`config.mk`:
```
export PLATFORM = sky130hd
export DESIGN_NAME = pipe_hazard_ctrl
export DESIGN_NICKNAME = d
export VERILOG_FILES = /design/src/rtl/pipe_pkg.sv /design/src/rtl/sb_counter.sv /design/src/rtl/pipe_hazard_ctrl.sv
export SDC_FILE = /design/constraint.sdc
export NUM_CORES = 1
export LEC_CHECK = 0
export ABC_AREA = 1
export CAP_MARGIN = 40
export CORE_MARGIN = 1
export CORE_UTILIZATION = 55
export CTS_BUF_LIST = sky130_fd_sc_hd__clkbuf_8
export DETAILED_ROUTE_END_ITERATION = 10
export GPL_TIMING_DRIVEN = 0
export PLACE_DENSITY = 0.93
export SLEW_MARGIN = 10
export SYNTH_ARGS = -nofsm -noshare
export SYNTH_HDL_FRONTEND = slang
export SYNTH_SLANG_ARGS = --single-unit
export TNS_END_PERCENT = 10
```
`constraint.sdc`:
```
create_clock -name clock -period 2.9 [get_ports clock]
set_input_delay 0.29 -clock clock [delete_from_list [all_inputs] [get_ports clock]]
set_output_delay 0.29 -clock clock [all_outputs]
set_load 0.03 [all_outputs]
```
`src/rtl/pipe_pkg.sv`:
```
// Shared constants for the four-stage pipeline hazard controller.
package pipe_pkg;
  localparam int NREG = 4;
  localparam int REGW = 2;

  localparam int S_FETCH = 0;
  localparam int S_READ  = 1;
  localparam int S_EXEC  = 2;
  localparam int S_WB    = 3;

  localparam logic [1:0] CNT_MAX = 2'd2;

  typedef logic [REGW-1:0] reg_idx_t;
endpackage

```
`src/rtl/sb_counter.sv`:
```
// Pending-write counter for one register: 2-bit up/down, saturating, with an error pulse.
module sb_counter
  import pipe_pkg::*;
(
  input  logic clock,
  input  logic reset,
  input  logic inc,
  input  logic dec,
  output logic busy,
  output logic err
);
  logic [1:0] cnt;
  logic       ovf;
  logic       unf;

  // Simultaneous inc and dec cancel, so neither can over/underflow.
  assign ovf  = inc & ~dec & (cnt == CNT_MAX);
  assign unf  = dec & ~inc & (cnt == 2'd0);
  assign err  = ovf | unf;
  assign busy = (cnt != 2'd0);

  always_ff @(posedge clock) begin
    if (reset) begin
      cnt <= 2'd0;
    end else if (inc & ~dec & ~ovf) begin
      cnt <= cnt + 2'd1;
    end else if (dec & ~inc & ~unf) begin
      cnt <= cnt - 2'd1;
    end
  end
endmodule

```
`src/rtl/pipe_hazard_ctrl.sv`:
```
// Stage sequencer for the 4-stage pipe: RAW stalls via a per-register scoreboard,
// branch flush of S1/S2, and a sticky freeze once a stop instruction retires.
module pipe_hazard_ctrl
  import pipe_pkg::*;
(
  input  logic            clock,
  input  logic            reset,
  input  logic            use2_a,
  input  logic [REGW-1:0] rd2_a,
  input  logic            use2_b,
  input  logic [REGW-1:0] rd2_b,
  input  logic            wr2,
  input  logic [REGW-1:0] wr2_reg,
  input  logic            branch,
  input  logic            stop4,
  output logic            ir1_load,
  output logic            ir2_load,
  output logic            ir3_load,
  output logic            ir4_load,
  output logic            en_fetch,
  output logic            en_read,
  output logic            en_exec,
  output logic            en_wb,
  output logic            stall,
  output logic            flush,
  output logic            halted,
  output logic [NREG-1:0] busy,
  output logic            sb_err
);
  logic [S_WB:S_FETCH] v;
  logic                wr3;
  logic                wr4;
  reg_idx_t            reg3;
  reg_idx_t            reg4;
  logic                halted_q;
  logic                sb_err_q;
  logic                hazard;
  logic                issue;
  logic [NREG-1:0]     inc;
  logic [NREG-1:0]     dec;
  logic [NREG-1:0]     cnt_err;

  always_comb begin
    flush  = v[S_EXEC] & branch & ~halted_q;
    hazard = (use2_a & busy[rd2_a]) | (use2_b & busy[rd2_b]);
    stall  = v[S_READ] & hazard & ~flush & ~halted_q;
    issue  = v[S_READ] & ~stall & ~flush & ~halted_q;
  end

  // A stall freezes S1/S2; S3 still loads (a bubble) and S4 always advances.
  always_comb begin
    ir1_load = ~halted_q & ~stall;
    ir2_load = ~halted_q & ~stall;
    ir3_load = ~halted_q;
    ir4_load = ~halted_q;
    en_fetch = ~halted_q & ~stall;
    en_read  = v[S_READ] & ~halted_q;
    en_exec  = v[S_EXEC] & ~halted_q;
    en_wb    = v[S_WB] & ~halted_q;
  end

  always_comb begin
    inc = '0;
    dec = '0;
    for (int r = 0; r < NREG; r++) begin
      inc[r] = issue & wr2 & (wr2_reg == reg_idx_t'(r));
      dec[r] = en_wb & wr4 & (reg4 == reg_idx_t'(r));
    end
  end

  for (genvar g = 0; g < NREG; g++) begin : g_sb
    sb_counter u_cnt (
      .clock (clock),
      .reset (reset),
      .inc   (inc[g]),
      .dec   (dec[g]),
      .busy  (busy[g]),
      .err   (cnt_err[g])
    );
  end

  always_ff @(posedge clock) begin
    if (reset) begin
      v        <= '0;
      wr3      <= 1'b0;
      wr4      <= 1'b0;
      reg3     <= '0;
      reg4     <= '0;
      halted_q <= 1'b0;
      sb_err_q <= 1'b0;
    end else begin
      sb_err_q <= sb_err_q | (|cnt_err);
      if (!halted_q) begin
        halted_q  <= en_wb & stop4;
        v[S_WB]   <= v[S_EXEC];
        wr4       <= wr3;
        reg4      <= reg3;
        v[S_EXEC] <= issue;
        wr3       <= issue & wr2;
        reg3      <= wr2_reg;
        if (flush) begin
          v[S_FETCH] <= 1'b0;
          v[S_READ]  <= 1'b0;
        end else if (!stall) begin
          v[S_READ]  <= v[S_FETCH];
          v[S_FETCH] <= 1'b1;
        end
      end
    end
  end

  assign halted = halted_q;
  assign sb_err = sb_err_q;
endmodule

```
==> results.cfg <==
[run_status]
status = finished clean

[finish]
syn_to_final_growth_pct = 30.62
fin_nets = 247
final_util = 0.7973
diodes = 0
drive_above_1_share = 0.1202
final_area_um2 = 1644
fillers = 143
fin_cells = 260

[global_route]
grt_antenna_before_repair = 0
grt-ovfl-total = 0
grt_pass1_wl_mm = 5.526
grt_max_degree = 13
grt_pass1_vias = 1349
gr-usage-all-layers = 0.2902

[yosys]
netlist_instances = 201
ys_ff_latch = 20
synth-seq-area-share = 0.3181
synth_top_area_share = 0.3181
syn_area_per_cell_um2 = 6.262
synth_most_common_cell = nand2_1
synth.distinct_cells = 24
synth_ff_type = dfxtp_1
async_flop_share = 0
synth_edf_count = 0
synth_top_cells_by_count = 43 x nand2_1, 34 x inv_1, 22 x nor2_1, 20 x dfxtp_1, 17 x a21oi_1
synth_warnings = 0
synth.largest_area_cell = dfxtp_1
syn_nets = 214
synth_area_um2 = 1259
synth_area_leaders = dfxtp_1 32%, nand2_1 13%, inv_1 10%

[pwr]
pwr-share-comb = 0.162
p_seq_frac = 0.422
internal_power_w = 0.0005156
power_switching_w = 0.0001700
pwr-share-clk = 0.416
swShare = 0.2480
total_leakage_power_nw = 0.7450
ir_worst_vdd_v = 0.0003262
power_density_nw_per_um2 = 417.0

[cts]
ctsRootBufferMaster = clkbuf_8
clk_pin_slew_worst_paths_ns = 0.08
clk_latency_ns = 0.26
cts_hold_buffers = 0
cts_resized = 0
cts_buffer_depth = 2
numCtsBuffers = 3
cts_setup_buffers = 0
cts_tree = built
clock-sinks = 20
cts-htree-levels = 1

[setup_path]
r2r-start = g_sb[3].u_cnt.cnt[1]
crit_fanout = 10
crit_family = buffers and inverters
crit_chain = clkbuf_1 > clkinv_1 > nand2_1 > inv_1 > buf_4 > clkdlybuf4s50_1
start_kind = flip-flop
cp.depth = 6
crit_path_max_incr_delay_ns = 0.58
r2r_slack_ns = 1.04
cp_data_arrival_time_ns = 2.39
r2r_end = g_sb[1].u_cnt.cnt[0]
critPathCaptureType = output port
crit_required_ns = 2.61
crit_slowest_cell = clkdlybuf4s50_1
cp_num_buf_inv = 5
criticalPathCategory = flip-flop to output port
r2r_cells = 13

[sta]
final.period_utilization = 0.9252
fin_crit_ns = 2.683
max_clock_freq_mhz = 372.7
setup_tns_ns = 0
final_hold_viol_count = 0
skew_ns = 0.002037
max_slew_margin = 0.6599
slew_viol_final = 0
hold_slack_ns = 0.4706
rsz0062_at_grt = no
setup_viol = 0
worstMarginPinSlew_ns = 0.5101

[drt]
route.vias.total = 1355
viasPerCell = 5.212
drtIter0Drc = 67
first_pass_iters = 4
finalWirelength_mm = 3.131
drtAntennaViolNets = 0
remaining_drc_errors = 0
wl_per_cell_um = 12.04

[placed_design]
postPlaceCellArea_um2 = 1573
place.gp.congestion = 0.8237
dp.cells = 256
port_buffers = 28
post-dp-hpwl_mm = 2.359

[hold_path]
hold_depth = 2
hp-start = v[0]
holdCritPathClass = flip-flop to flip-flop
min_to = v[0]

[floorplan]
die_w_um = 49.84
start_util = 0.6104
die-area_um2 = 2484
rows = 16
die_h_um = 49.84
coreArea_um2 = 2062
pin_count = 29

[run]
max-cap-violations = 0
## worst register-to-register path, cell delays in order (launching register included)
cell and delay [ns]:
dfxtp_1 0.35, nor2_2 0.20, nand2_1 0.07, nand2_1 0.08
nand2_1 0.06, nand3_2 0.10, nand3_2 0.09, nor2_2 0.14
buf_6 0.17, nand3_1 0.11, o21ai_0 0.14, inv_1 0.07
o21ai_1 0.13, nor2_1 0.05
## sequential cells by signal, indices dropped and copies added, names as in the netlist
register	count
reg3	2
reg4	2
v	4
wr4	1
halted	1
sb_err	1
g_sb.u_cnt.cnt	8
wr3	1
## cell type report
class,count,area [um2],share of cell area
clock buffers,3,41.29,0.02511
well taps,27,33.78,0.02055
repair buffers,28,280.3,0.1705
clock inverters,1,30.03,0.01826
plain buffers,10,71.32,0.04338
inverters,37,138.9,0.08447
multi-input cells,134,648.1,0.3942
flip-flops and latches,20,400.4,0.2435
## layer usage
| layer | vias up | routed length [um] | GRT usage |
|---|---|---|---|
| li1 | 687 | - | - |
| met1 | 600 | 1248 | 0.3225 |
| met2 | 57 | 1620 | 0.5225 |
| met3 | 11 | 185 | 0.04630 |
| met4 | 0 | 76 | 0.1524 |
| met5 | - | 0 | 0 |
## kinds of logic (layout without fill, tap and decap cells)
| group | count (synthesis) | after routing | synth area share |
|---|---|---|---|
| buffers and inverters | 47 | 79 | 0.1670 |
| DFF | 20 | 20 | 0.3181 |
| AOI/OAI and AO/OA | 32 | 32 | 0.1322 |
| and+or+nand+nor | 102 | 102 | 0.3827 |
## cells in the final DEF, fill, tap and decap left out, types with 2 or more instances in the layout
cell type / instances
o21ai_0: 10
o21ai_1: 3
clkbuf_1: 2
clkbuf_8: 3
nor2_2: 5
nor2_1: 22
nor3_1: 5
nand2_4: 2
nand4_1: 2
a21oi_1: 17
or2_1: 2
buf_4: 7
nand3_2: 4
nand2_1: 43
inv_1: 34
dfxtp_1: 20
inv_2: 2
clkdlybuf4s50_1: 28
nand3_1: 14
## power by group through the flow
stage               Combinational [W]  Clock [W]  Sequential [W]
detailed placement           0.000109          0        0.000296
global route                 0.000121   0.000293        0.000291
CTS                          0.000111   0.000285        0.000289
finish                       0.000111   0.000285        0.000290
floorplan                   0.0000644          0        0.000295
global placement             0.000106          0        0.000295
## worst max path at each step
stage | startpoint | slack, ns | endpoint
after global routing | halted | 0.05 | ir2_load
after detailed placement | rd2_b[0] | 0.36 | ir2_load
final | halted | 0.22 | ir2_load
after global placement | rd2_b[0] | 0.42 | ir1_load
after floorplan | halted | 0.77 | ir1_load
after CTS | halted | 0.25 | ir2_load
## through the flow
stage               worst slack [ns]  power [W]
finish                        0.2168  0.0006856
floorplan                     0.7656  0.0003594
detailed placement            0.3569  0.0004049
global placement              0.4250  0.0004009
CTS                           0.2471  0.0006851
global route                 0.05352  0.0007039
(Power assumes the default switching activity.)
